==> src/rtl/rv_instr_encoder.sv <==
// rv_instr_encoder: encodes RV32I descriptors into words and writes them in order
// into imem; a finish request closes the program with a halt word.
module rv_instr_encoder #(
  parameter int DEPTH = 256,
  parameter int ADDR_W = $clog2(DEPTH),
  parameter logic [31:0] BASE_ADDR = 32'h0000_0000
) (
  input  logic              clk,
  input  logic              rst_n,
  input  logic              in_valid,
  output logic              in_ready,
  input  logic [2:0]        in_kind,
  input  logic [3:0]        in_alu,
  input  logic              in_bne,
  input  logic [4:0]        in_rd,
  input  logic [4:0]        in_rs1,
  input  logic [4:0]        in_rs2,
  input  logic [12:0]       in_imm,
  input  logic              finish,
  input  logic              start,
  output logic              imem_we,
  output logic [31:0]       imem_addr,
  output logic [31:0]       imem_wdata,
  output logic              busy,
  output logic              done,
  output logic              error,
  output logic [ADDR_W:0]   word_count
);
  typedef enum logic [1:0] {IDLE, WRITE, HALT, DONE} state_t;
  localparam logic [ADDR_W:0] LAST = (ADDR_W+1)'(DEPTH - 1);
  state_t state;
  logic [ADDR_W-1:0] idx;
  logic [2:0] f3;
  logic [6:0] f7;
  logic i_ok, imm_ok, legal;
  logic [31:0] enc, slot_addr;
  // the top slot stays reserved so a halt word always fits
  assign in_ready = state == IDLE && {1'b0, idx} < LAST;
  assign imem_we = state == WRITE || state == HALT;
  assign busy = state != IDLE;
  assign done = state == DONE;
  assign slot_addr = BASE_ADDR + (32'(idx) << 2);
  always_comb begin
    case (in_alu)
      4'd2: f3 = 3'b111;
      4'd3: f3 = 3'b110;
      4'd4: f3 = 3'b100;
      4'd5: f3 = 3'b001;
      4'd6, 4'd7: f3 = 3'b101;
      4'd8: f3 = 3'b010;
      default: f3 = 3'b000;
    endcase
    f7 = (in_alu == 4'd1 || in_alu == 4'd7) ? 7'h20 : 7'h00;
    i_ok = in_alu inside {4'd0, 4'd2, 4'd3, 4'd4, 4'd8};
    imm_ok = in_imm[12] == in_imm[11];
    case (in_kind)
      3'd0: begin enc = {f7, in_rs2, in_rs1, f3, in_rd, 7'b0110011}; legal = in_alu <= 4'd8; end
      3'd1: begin enc = {in_imm[11:0], in_rs1, f3, in_rd, 7'b0010011}; legal = i_ok && imm_ok; end
      3'd2: begin enc = {in_imm[11:0], in_rs1, 3'b010, in_rd, 7'b0000011}; legal = imm_ok; end
      3'd3: begin enc = {in_imm[11:5], in_rs2, in_rs1, 3'b010, in_imm[4:0], 7'b0100011}; legal = imm_ok; end
      3'd4: begin
        enc = {in_imm[12], in_imm[10:5], in_rs2, in_rs1, 2'b00, in_bne, in_imm[4:1], in_imm[11], 7'b1100011};
        legal = !in_imm[0];
      end
      default: begin enc = '0; legal = 1'b0; end
    endcase
  end
  always_ff @(posedge clk) begin
    if (!rst_n) begin
      state <= IDLE;
      idx <= '0;
      imem_addr <= BASE_ADDR;
      imem_wdata <= '0;
      error <= 1'b0;
      word_count <= '0;
    end else begin
      case (state)
        IDLE:
          if (in_valid && in_ready) begin
            if (legal) begin
              imem_wdata <= enc;
              imem_addr <= slot_addr;
              state <= WRITE;
            end else error <= 1'b1;
          end else if (finish) begin
            imem_wdata <= 32'h0000_0063;
            imem_addr <= slot_addr;
            state <= HALT;
          end
        WRITE: begin
          idx <= idx + ADDR_W'(1);
          word_count <= word_count + (ADDR_W+1)'(1);
          state <= IDLE;
        end
        HALT: begin
          word_count <= word_count + (ADDR_W+1)'(1);
          state <= DONE;
        end
        DONE:
          if (start) begin
            idx <= '0;
            word_count <= '0;
            error <= 1'b0;
            state <= IDLE;
          end
        default: state <= IDLE;
      endcase
    end
  end
endmodule

==> config.mk <==
export PLATFORM = sky130hd
export DESIGN_NAME = rv_instr_encoder
export DESIGN_NICKNAME = d
export VERILOG_FILES = /design/src/rtl/rv_instr_encoder.sv
export SDC_FILE = /design/constraint.sdc
export NUM_CORES = 1
export LEC_CHECK = 0
export ABC_AREA = 1
export BUFFER_PORTS_ARGS = -buffer_cell sky130_fd_sc_hd__buf_2
export CAP_MARGIN = 15
export CORE_UTILIZATION = 54
export CTS_CLUSTER_DIAMETER = 40
export CTS_CLUSTER_SIZE = 25
export DETAILED_ROUTE_END_ITERATION = 10
export HOLD_SLACK_MARGIN = 0.05
export PLACE_DENSITY = 0.95
export SETUP_SLACK_MARGIN = 0.02
export SLEW_MARGIN = 20
export SYNTH_ARGS = -nofsm -noshare
export SYNTH_HDL_FRONTEND = slang
export SYNTH_SLANG_ARGS = --single-unit
==> constraint.sdc <==
create_clock -name clk -period 3.51 [get_ports clk]
set_clock_uncertainty 0.2 [all_clocks]
set_input_delay 0.351 -clock clk [delete_from_list [all_inputs] [get_ports clk]]
set_output_delay 0.351 -clock clk [all_outputs]
set_load 0.02 [all_outputs]
; Word level (Yosys, flattened, before mapping)
; Index checks and enable logic that the tools add are counted.
[word_totals]
input_bits = 41
reg_bits = 84
out_inout_bits = 78
[classes]
muxes = 23
n_eq_ne = 22
reduce_logical = 23
add_sub_neg = 2
order_cmp = 2
[op_table]
columns = cell, n
row1 = 32-bit two-way mux, 6
row2 = 32-bit case mux with 5 select lines, 1
row3 = 3-bit case mux with 6 select lines, 1
row4 = 9-bit case mux with 2 select lines, 1
row5 = 4-bit by 3-bit equality test with 1-bit output (second input constant), 4
row6 = 8-bit case mux with 2 select lines, 1
row7 = 2-bit nonzero test, 5
row8 = 9-bit by 1-bit adder with 9-bit output (second input constant), 1
row9 = 9-bit two-way mux, 1
row10 = 8-bit by 1-bit adder with 8-bit output (second input constant), 1
row11 = 4-bit by 2-bit equality test with 1-bit output (second input constant), 2
row12 = 8-bit less-than comparator (second input constant), 1
row13 = 2-bit two-way mux, 4
row14 = 8-bit two-way mux, 1
row15 = 2-bit case mux with 4 select lines, 1
row16 = 3-bit by 2-bit equality test with 1-bit output (second input constant), 2
row17 = 6-bit two-way mux, 1
row18 = 2-bit inequality test (second input constant), 3
row19 = 3-bit AND reduction, 2
row20 = 2-bit OR reduction, 3
row21 = 5-bit nonzero test, 1
row22 = 2-bit equality test (second input constant), 2
row23 = 4-bit by 1-bit equality test with 1-bit output (second input constant), 1
row24 = 4-bit equality test (second input constant), 1
row25 = 19 further kinds, 25

; Logic depth before layout (Yosys ltp)
[logic_depth]
ltp_word = 7
depth_mapped = 12

; Least setup slack after synthesis
; Ideal clock, no wire load.
[synth_timing]
path_kind = reg-to-reg
start = register state[0]
end = register word_count[6]
setup_ns = 0.131
stages_incl_launch_ff = 9
arrival_ns = 1.664
n_path_buf = 0
required_ns = 3.179
synth_period_minus_slack_ns = 1.996
path_slack_ns = 1.514
path_cell_list = dfxtp_1 inv_1 ha_1 nand2_1 clkinv_1 nor2_1 nor3_1 o21ai_0 a21oi_1
[synth_via]
elab_chain_cells = 4
[synth_lines]
columns = item, line_no
row1 = from (decl), 31  ; state_t state;
row2 = from (signal assigned), 70  ; state <= IDLE;
row3 = from (signal assigned), 83  ; state <= WRITE;
row4 = from (signal assigned), 88  ; state <= HALT;
row5 = 2-bit by 1-bit equality test with 1-bit output / 2-bit equality test (equally long branches), 77  ; case (state)
row6 = 2-bit OR reduction (no source line), --
row7 = 2-bit nonzero test (no source line), --
row8 = 2-bit AND reduction (no source line), --
row9 = to (signal assigned), 92  ; word_count <= word_count + (ADDR_W+1)'(1);
row10 = to (signal assigned), 96  ; word_count <= word_count + (ADDR_W+1)'(1);
row11 = to (decl), 27  ; output logic [ADDR_W:0] word_count
; Several ways; a longest one is shown, not always the timed one.
; A chain may end at the register's enable or synchronous reset.

; Worst setup path in the final report
[layout_timing]
start = register state[0]
end = register imem_wdata[21]
[layout_via]
elab_chain_cells = 5
[layout_lines]
columns = item, line_no
row1 = 2-bit logical NOT *, "38, 77"
row2 = 1-bit logical AND, 38  ; assign in_ready = state == IDLE && {1'b0, idx} < LAST;
row3 = 1-bit logical AND, 79  ; if (in_valid && in_ready) begin
row4 = 2-bit inequality test (no source line) / 2-bit nonzero test (equally long branches), --
row5 = 3-bit AND reduction (no source line), --
row6 = to (signal assigned), 81  ; imem_wdata <= enc;
row7 = to (decl), 23  ; output logic [31:0] imem_wdata,
; Every way passes the cells marked *; elsewhere a longest branch is shown, timed or not.

==> metrics.cfg <==
[setup_path]
crit_fanout=37
cp.required_ns=3.54
crit_path_end_kind=flip-flop
arrival_ns=2.43
cp-start-kind=flip-flop
path_class=reg2reg

[yosys]
yosys_warnings=0
synth_top_family_by_area=simple AND/OR/NAND/NOR gates
synth_area_leaders=dfxtp_1 34%, nand2_1 12%, a21oi_1 7.8%
synth.distinct_cells=41
synthFlopType=dfxtp_1
netlist.area_leader.share=0.3423
synth_top_cell_by_area=dfxtp_1
synth_edf_count=0
synth_async_sr_flop_share=0
ys_seq_elements=57
ys_seq_area_frac=0.3423
synthAdderAreaFrac=0.02628
synth_xor_area_frac=0.002628
synth_mux_area_frac=0
syn_avg_cell_area_um2=6.816
synth_cells=489
synth_compound_area_frac=0.1449
synth_simple_gate_area_share=0.3239
syn-cell-area_mm2=0.003333

[job]
cap_violations=0

[finish]
fin_area_mm2=0.003835
syn2layout_area_growth_pct=15.05
final_nets=617
fillers=521
finalNonFillerCells=649
drive_above_1_share=0.2282
fin_util=0.6477
diodes=0

[grt]
grt_max_degree=50
antenna_found_initial=0
overflow=0
grt_pass1_wl_um=12770
grt_pass1_vias=3029
track_usage=0.2528

[sta]
slew_viol_final=0
clock.fmax_mhz=416.2
finalSetupTns_ns=0
timing.final.hold_violations=0
fin_hold_ws_ns=0.1045
setup_violations=0
min_period_over_period=0.6845
rsz0062_at_grt=false
relSlewSlack=0.5192
tightest_slew_ns=0.7212
period_needed_ns=2.402

[placed_design]
hpwl_um=5878
globalplace.congestion=0.9590
io_buffers=92
dp.cells=633
placed_area_mm2=0.003640

[detailed_routing]
drc=0
viasPerCell=5.259
drt-total-wl_um=8064
wl_per_cell_um=12.43
first_pass_iters=5
drtIter0Drc=196
route.vias.total=3413
final_antenna_net_count=0

[cts]
cts-htree-levels=3
clk_latency_ns=0.34
cts.sinks=57
postCtsSetupBuffers=0
cts_tree=built
cts_resized=0
tritoncts.num_buffers=9
ctsLongestPathBuffers=2
hold_buffers=0
clk_pin_slew_worst_paths_ns=0.07
clockRootBuffer=clkbuf_8

[floorplan]
coreArea_mm2=0.005921
num_rows=28
die_x_um=80.57
start_util=0.5630
dieHeight_um=80.57
die_area_mm2=0.006491
ioPinCount=119

[power]
p_clk_frac=0.191
p_sw_frac=0.4694
pwr-share-comb=0.508
powerDensity_mw_per_mm2=825.3
p_leak_nw=1.949
ir_worst_vdd_uv=471.8
p_seq_frac=0.301
p_sw_w=0.001486
p_int_w=0.001679

[status]
status=finished clean

[worst_hold_path]
min_path_type=in2reg

Yosys cell counts (all sizes together), types with 4 or more instances:
library cell    n
nand4           4
nand3          53
a21oi          54
ha              7
dfxtp          57
o21ai          16
nor2           58
buf            41
inv            47
nor3            5
nand2         114
clkbuf          8
per-layer routing:
layer	wire (um)	vias to the layer above	GRT usage
li1	-	1697	-
met1	3372	1557	0.2875
met2	3930	134	0.4339
met3	504	25	0.05114
met4	257	0	0.1482
met5	0	-	0
flip-flops by register name, summed over array words and instances (netlist names):
signal / count
imem_wdata: 29
error: 1
idx: 8
state: 2
imem_addr: 8
word_count: 9
cells in the final DEF (no fill, tap or decap), drive strengths merged, types with 2 or more instances in the layout:
cell / count
nand2: 114
buf: 93
nor2: 58
dfxtp: 57
a21oi: 54
nand3: 53
inv: 47
conb: 26
o21ai: 16
clkbuf: 10
ha: 7
nor3: 5
clkinv: 5
nand4: 4
a22oi: 3
nand3b: 3
a31oi: 2
nor4: 2
a22o: 2
a311oi: 2
cell families after synthesis:
group,Yosys count
simple gates,241
buf+inv,97
compound gates,85
flops,57
fa+ha+maj,7
xor+xnor,1
other cells,1
final cells by class:
cell class | count | area [um^2] | area share
multi-input combinational | 360 | 1757 | 0.4581
timing repair buffer | 93 | 467.9 | 0.1220
clock buffer | 10 | 137.6 | 0.03589
sequential | 57 | 1141 | 0.2976
tap | 75 | 93.84 | 0.02447
clock inverter | 6 | 57.56 | 0.01501
inverter | 48 | 180.2 | 0.04698
per-stage QoR:
step	total power [W]	setup WS, ns
floorplan	0.002271	1.514
global placement	0.002502	1.242
detailed placement	0.002558	1.123
CTS	0.003167	1.114
global route	0.003398	0.8839
finish	0.003165	1.108
power by group through the flow:
stage	logic [W]	registers (W)	clock network, W
CTS	0.00161	0.000952	0.000609
global route	0.00179	0.000973	0.000639
global placement	0.00154	0.000958	0
floorplan	0.00111	0.00116	0
finish	0.00161	0.000953	0.000603
detailed placement	0.00160	0.000962	0
worst paths after layout:
check             slack (ns)           from  depth (start not counted)        endpoint
hold / removal          0.10      in_imm[9]                          3  imem_wdata[29]
setup / recovery        1.11       state[0]                          8  imem_wdata[21]
setup reg to reg        1.11       state[0]                          8  imem_wdata[21]
hold reg to reg         0.25  imem_wdata[6]                          2   imem_wdata[6]
worst max-delay path, cell delays in order, from the launching register on:
cell     delay (ns)
dfxtp_1        0.34
inv_1          0.11
ha_1           0.36
nand3_2        0.29
nand2_2        0.31
buf_4          0.39
nand3_1        0.14
nand2_1        0.10
nor2_1         0.05
(Power assumes the default switching activity.)
